**src/rtl/dpi_seq_pkg.sv**
```systemverilog
// Shared FSM type, default widths and context reset value for the flow
// context sequencer.
package dpi_seq_pkg;

  localparam int NUM_FLOWS_DEF = 16;
  localparam int FLOW_W_DEF    = 4;
  localparam int STATE_W_DEF   = 11;
  localparam int CNT_W_DEF     = 8;
  localparam int OFF_W_DEF     = 16;

  // Saved DFA state of a flow that has never been seen (engine start state).
  localparam logic [STATE_W_DEF-1:0] CTX_RST_VAL = 11'd0;

  typedef enum logic [2:0] {
    ST_IDLE   = 3'd0,
    ST_LOAD   = 3'd1,
    ST_STREAM = 3'd2,
    ST_SAVE   = 3'd3,
    ST_REPORT = 3'd4
  } seq_state_e;

endpackage

```
**src/rtl/dpi_flow_ctx_ram.sv**
```systemverilog
// Per-flow DFA context store: NUM_FLOWS x STATE_W registers, one async read
// port, one sync write port, synchronous reset to the engine start state.
module dpi_flow_ctx_ram
  import dpi_seq_pkg::*;
#(
  parameter int NUM_FLOWS = NUM_FLOWS_DEF,
  parameter int FLOW_W    = FLOW_W_DEF,
  parameter int STATE_W   = STATE_W_DEF
) (
  input  logic               clk,
  input  logic               rst_n,
  input  logic               we,
  input  logic [FLOW_W-1:0]  waddr,
  input  logic [STATE_W-1:0] wdata,
  input  logic [FLOW_W-1:0]  raddr,
  output logic [STATE_W-1:0] rdata
);

  logic [STATE_W-1:0] mem_r [NUM_FLOWS];

  // Context storage with synchronous clear-all on reset
  always_ff @(posedge clk) begin
    if (!rst_n) begin
      for (int i = 0; i < NUM_FLOWS; i++) begin
        mem_r[i] <= STATE_W'(CTX_RST_VAL);
      end
    end else if (we) begin
      mem_r[waddr] <= wdata;
    end
  end

  assign rdata = mem_r[raddr];

endmodule

```
**src/rtl/dpi_flow_ctx_sequencer.sv**
```systemverilog
// Restores, streams and saves per-flow DFA engine state around each packet.
// Define DPI_FLOW_CLR_EN to add the clr_vld/clr_flow/clr_rdy context clear port.
module dpi_flow_ctx_sequencer
  import dpi_seq_pkg::*;
#(
  parameter int NUM_FLOWS = NUM_FLOWS_DEF,
  parameter int FLOW_W    = FLOW_W_DEF,
  parameter int STATE_W   = STATE_W_DEF,
  parameter int CNT_W     = CNT_W_DEF,
  parameter int OFF_W     = OFF_W_DEF
) (
  input  logic               clk,
  input  logic               rst_n,
  input  logic               pkt_vld,
  output logic               pkt_rdy,
  input  logic [7:0]         pkt_data,
  input  logic               pkt_sop,
  input  logic               pkt_eop,
  input  logic [FLOW_W-1:0]  pkt_flow,
  output logic [7:0]         eng_char,
  output logic               eng_char_vld,
  output logic [STATE_W-1:0] eng_state_in,
  output logic               eng_state_in_vld,
  input  logic [STATE_W-1:0] eng_state_out,
  input  logic               eng_accept,
  output logic               rpt_vld,
  input  logic               rpt_rdy,
  output logic [FLOW_W-1:0]  rpt_flow,
  output logic               rpt_hit,
  output logic [CNT_W-1:0]   rpt_cnt,
  output logic [OFF_W-1:0]   rpt_off,
`ifdef DPI_FLOW_CLR_EN
  input  logic               clr_vld,
  input  logic [FLOW_W-1:0]  clr_flow,
  output logic               clr_rdy,
`endif
  output logic               sop_err
);

  localparam logic [CNT_W-1:0] CNT_MAX = {CNT_W{1'b1}};
  localparam logic [OFF_W-1:0] OFF_MAX = {OFF_W{1'b1}};

  seq_state_e         state_r, state_s;
  logic [FLOW_W-1:0]  flow_r;
  logic [CNT_W-1:0]   cnt_r;
  logic [OFF_W-1:0]   off_r;
  logic [OFF_W-1:0]   idx_r;
  logic               hit_r;
  logic               sop_err_r;

  logic               start_s, stray_s, load_s, beat_s, save_s;
  logic               clr_fire_s;
  logic [FLOW_W-1:0]  clr_flow_s;
  logic               ram_we_s;
  logic [FLOW_W-1:0]  ram_waddr_s;
  logic [STATE_W-1:0] ram_wdata_s;
  logic [STATE_W-1:0] ram_rdata_s;

`ifdef DPI_FLOW_CLR_EN
  // A clear only lands while idle, so it never races the SAVE write.
  assign clr_rdy    = (state_r == ST_IDLE);
  assign clr_fire_s = clr_vld && (state_r == ST_IDLE);
  assign clr_flow_s = clr_flow;
`else
  assign clr_fire_s = 1'b0;
  assign clr_flow_s = {FLOW_W{1'b0}};
`endif

  // Next-state and handshake/engine outputs
  always_comb begin
    state_s          = state_r;
    pkt_rdy          = 1'b0;
    eng_char         = 8'h00;
    eng_char_vld     = 1'b0;
    eng_state_in     = {STATE_W{1'b0}};
    eng_state_in_vld = 1'b0;
    rpt_vld          = 1'b0;
    start_s          = 1'b0;
    stray_s          = 1'b0;
    load_s           = 1'b0;
    beat_s           = 1'b0;
    save_s           = 1'b0;
    case (state_r)
      ST_IDLE: begin
        if (clr_fire_s) begin
          state_s = ST_IDLE;
        end else if (pkt_vld && pkt_sop) begin
          // SOP byte is left on the bus; it is consumed as data in STREAM.
          start_s = 1'b1;
          state_s = ST_LOAD;
        end else if (pkt_vld) begin
          pkt_rdy = 1'b1;
          stray_s = 1'b1;
        end else begin
          state_s = ST_IDLE;
        end
      end
      ST_LOAD: begin
        load_s           = 1'b1;
        eng_state_in     = ram_rdata_s;
        eng_state_in_vld = 1'b1;
        state_s          = ST_STREAM;
      end
      ST_STREAM: begin
        pkt_rdy      = 1'b1;
        eng_char     = pkt_data;
        eng_char_vld = pkt_vld;
        beat_s       = pkt_vld;
        if (pkt_vld && pkt_eop) begin
          state_s = ST_SAVE;
        end else begin
          state_s = ST_STREAM;
        end
      end
      ST_SAVE: begin
        save_s  = 1'b1;
        state_s = ST_REPORT;
      end
      ST_REPORT: begin
        rpt_vld = 1'b1;
        if (rpt_rdy) begin
          state_s = ST_IDLE;
        end else begin
          state_s = ST_REPORT;
        end
      end
      default: begin
        state_s = ST_IDLE;
      end
    endcase
  end

  // Context write port shared by end-of-packet save and idle clear
  always_comb begin
    if (save_s) begin
      ram_we_s    = 1'b1;
      ram_waddr_s = flow_r;
      ram_wdata_s = eng_state_out;
    end else begin
      ram_we_s    = clr_fire_s;
      ram_waddr_s = clr_flow_s;
      ram_wdata_s = STATE_W'(CTX_RST_VAL);
    end
  end

  // FSM state register
  always_ff @(posedge clk) begin
    if (!rst_n) begin
      state_r <= ST_IDLE;
    end else begin
      state_r <= state_s;
    end
  end

  // Packet bookkeeping: flow latch, match counter, first-hit offset, byte index
  always_ff @(posedge clk) begin
    if (!rst_n) begin
      flow_r    <= {FLOW_W{1'b0}};
      cnt_r     <= {CNT_W{1'b0}};
      off_r     <= {OFF_W{1'b0}};
      idx_r     <= {OFF_W{1'b0}};
      hit_r     <= 1'b0;
      sop_err_r <= 1'b0;
    end else begin
      if (start_s) begin
        flow_r <= pkt_flow;
      end
      if (stray_s) begin
        sop_err_r <= 1'b1;
      end
      if (load_s) begin
        cnt_r <= {CNT_W{1'b0}};
        off_r <= {OFF_W{1'b0}};
        idx_r <= {OFF_W{1'b0}};
        hit_r <= 1'b0;
      end else if (beat_s) begin
        if (eng_accept) begin
          if (cnt_r != CNT_MAX) begin
            cnt_r <= cnt_r + {{(CNT_W-1){1'b0}}, 1'b1};
          end
          if (!hit_r) begin
            hit_r <= 1'b1;
            off_r <= idx_r;
          end
        end
        if (idx_r != OFF_MAX) begin
          idx_r <= idx_r + {{(OFF_W-1){1'b0}}, 1'b1};
        end
      end
    end
  end

  assign rpt_flow = flow_r;
  assign rpt_hit  = hit_r;
  assign rpt_cnt  = cnt_r;
  assign rpt_off  = off_r;
  assign sop_err  = sop_err_r;

  dpi_flow_ctx_ram #(
    .NUM_FLOWS(NUM_FLOWS),
    .FLOW_W   (FLOW_W),
    .STATE_W  (STATE_W)
  ) u_ctx_ram (
    .clk  (clk),
    .rst_n(rst_n),
    .we   (ram_we_s),
    .waddr(ram_waddr_s),
    .wdata(ram_wdata_s),
    .raddr(flow_r),
    .rdata(ram_rdata_s)
  );

endmodule

```
**config.mk**
```make
export PLATFORM = sky130hd
export DESIGN_NAME = dpi_flow_ctx_sequencer
export DESIGN_NICKNAME = d
export VERILOG_FILES = /design/src/rtl/dpi_seq_pkg.sv /design/src/rtl/dpi_flow_ctx_ram.sv /design/src/rtl/dpi_flow_ctx_sequencer.sv
export SDC_FILE = /design/constraint.sdc
export NUM_CORES = 1
export LEC_CHECK = 0
export CAP_MARGIN = 20
export CORE_ASPECT_RATIO = 0.8
export CORE_MARGIN = 3
export CORE_UTILIZATION = 40
export CTS_CLUSTER_DIAMETER = 60
export DETAILED_ROUTE_END_ITERATION = 10
export PLACE_DENSITY = 0.59
export REMOVE_ABC_BUFFERS = 1
export SLEW_MARGIN = 20
export SYNTH_ARGS = -nofsm -noshare
export SYNTH_HDL_FRONTEND = slang
export SYNTH_SLANG_ARGS = --single-unit
export TNS_END_PERCENT = 100
```
**constraint.sdc**
```tcl
create_clock -name clk -period 2.1 [get_ports clk]
set_input_delay 0.42 -clock clk [delete_from_list [all_inputs] [get_ports clk]]
set_output_delay 0.42 -clock clk [all_outputs]
set_load 0.1 [all_outputs]
```
==> qor.txt <==
Status: complete, but fails checks
Failing checks: setup timing
ANT cells: 0
Via count: 6981
CTS tree: done
WS Path Type: reg -> out
Fin area: 0.0132 mm^2
Layout cells sized above 1: 0.275
Maxcap violations: 0
Fin cells: 1295
Drt initial violations: 587
Synth Instances: 810
Area Overhead vs Synth: 32.3%
Total power: 10.1 mW
Total track usage: 0.195
#FFs+latches synth: 229
Cell area after synthesis: 0.00995 mm^2
Distinct cell type count after synthesis: 46
Placed Area: 0.0121 mm^2
Final WS setup: -630 ps
Leakage: 4.56 nW
Worst Max-Slew Pin Slew: 574 ps
Worst min-delay path class: reg -> reg
Slew headroom: 0.607
Final Critical Period: 2730 ps
Inst Count DP: 1238
Dominant cells by area after synthesis: edfxtp_1, dfxtp_1, mux4_2
Synthesized area per cell: 12.3 um^2
Final hold vios: 0
Layout Utilization: 0.551
CP Data Required Time: 1680 ps
Critical path peak fanout: 6
Number of cell rows: 50
Skew-Pair Late Insertion Delay: 510 ps
Main flop type after synthesis: edfxtp_1
GPL Wtd Cong: 0.854
Hold_buf cts: 0
DRT Wirelength: 26200 um
Overall die width: 182 um
Power per cell area: 770 mW/mm^2
I/O pins: 83
Area of the core: 0.0239 mm^2
Crit path DAT: 2310 ps
Finish-stage setup viols: 12
Initial antenna violation count: 0
Pre-antenna DRT Iters: 5
Num CTS Buffers: 26
Global-route wire length before repair: 40600 um
Avg WL per Cell: 20.2 um
Count leader, synth: nor2_1
Share of synthesized registers carrying an async set or reset: 0
RSZ-0062 raised after global routing: true
Die Y: 147 um
Area leader, netlist: edfxtp_1
Clk pin slew, worst setup/hold paths: 60 ps
Warnings from Yosys: 0
Max-slew violations: 0
Vias in the first global route: 6824
CP startpoint kind: flop
Seq/Total Area, Yosys: 0.638
Nets: 996
IO buf count: 82
Overflow after GRT: 0
# fillers: 1996
Largest net degree at the start of global routing: 26
Hpwl dp: 17800 um
H-Tree Depth: 1
CTS root buf: clkbuf_16
DRC viols: 0
Worst clock skew: 7.44 ps
Peak VDD IR: 0.474 mV
ANT nets after route: 0
Synth top cells by count: nor2_1, edfxtp_1, nand2_1, dfxtp_1, clkbuf_1
Clk sink count: 229
Bufs on Longest Clock Path: 3
Die Area: 0.0268 mm^2
Initial Utilization: 0.416
Synth top area share: 0.531
CP endpoint kind: output pin
Routed vias/inst: 5.39
Final Cycle Share: 1.30
EDFF count, synth: 176
Fmax: 366 MHz
Worst slack at placement: -489 ps
[what timing repair did]
item | CTS | global route
endpoints found under the setup margin | 22 | 21
setup buffers | 6 | 4
pin swaps | 0 | 3
gates resized for setup | 34 | 11
[layout by cell type, fill, tap and decap left out, types with 2 or more instances in the layout]
master,n
buf_4,104
ha_1,2
nand2b_1,2
o22ai_2,6
o21ai_0,9
nand4b_1,2
clkinv_2,3
buf_6,6
nand2_1,95
edfxtp_1,176
nand3b_1,2
clkdlybuf4s50_1,28
and3_1,14
or3_1,11
mux2i_1,23
nor3_1,8
inv_1,5
nand4_1,8
nand3_1,6
dfxtp_1,49
o31ai_1,6
clkbuf_16,27
and3_4,8
or4_1,8
o22ai_1,5
clkinv_1,7
xor2_1,2
nor4_1,2
nor3b_2,2
mux2i_2,6
a21oi_1,34
dfxtp_2,3
mux4_2,43
nor2_1,183
nor2b_1,2
clkbuf_1,9
buf_12,48
nor4_2,2
[kinds of logic after synthesis]
| family | count (synthesis) | share of synthesized area |
|---|---|---|
| fa+ha+maj | 2 | 0.00251 |
| buf+inv | 69 | 0.0277 |
| flops | 229 | 0.638 |
| compound gates | 67 | 0.0390 |
| mux | 75 | 0.130 |
| simple gates | 365 | 0.161 |
| xor+xnor | 3 | 0.00264 |
[per-stage QoR]
stage | hold slack [ps] | TNS, ps
final | 454 | -6670
after global routing | 482 | -7780
after CTS | 456 | -7050
after detailed placement | 448 | -13580
after global placement | 444 | -10700
after floorplan | 453 | -205860
[path summary, 6_finish.rpt]
check	start	endpoint	slack [ps]	cells after the start
worst max-delay path	flop	eng_state_in[9]	-630	6
worst min-delay path	rpt_off[1]	rpt_off[1]	450	2
worst max register to register	state_r[1]	idx_r[7]	70	5
worst min register to register	rpt_off[1]	rpt_off[1]	450	2
[state kept, by name, summed over array words and instances, names as in the netlist, named ones only]
signal / flops
rpt_flow: 4
idx_r: 16
u_ctx_ram.mem_r: 176
rpt_cnt: 8
rpt_off: 16
sop_err: 1
state_r: 3
rpt_hit: 1
[where the power goes]
| group | leakage, nW | total [mW] | switching [mW] | internal [mW] |
|---|---|---|---|---|
| clock | 0.375 | 4.10 | 1.74 | 2.36 |
| combinational | 1.94 | 0.995 | 0.548 | 0.447 |
| sequential | 2.25 | 5.04 | 0.0552 | 4.99 |
[worst max-delay path: stages, from the launching register on]
cell     delay [ps]
dfxtp_4         380
buf_12          130
buf_12          130
mux4_2          570
mux2i_2         230
o22ai_2         160
buf_12          200
[final cells by class]
class                   instances  area (um^2)  share of cell area
clock buffers                  36          709              0.0539
clock inverters                11         57.6             0.00437
inverters                       7         30.0             0.00228
multi-input cells             512         3500               0.266
flip-flops and latches        229         6350               0.483
well taps                     312          390              0.0296
repair buffers                188         2130               0.161
[metal layers]
layer,routed length (um),GRT usage
met2,12100,0.303
met4,469,0.0445
met3,1660,0.0364
met5,0,0
met1,11900,0.287
Power figures use the tool's default switching activity.
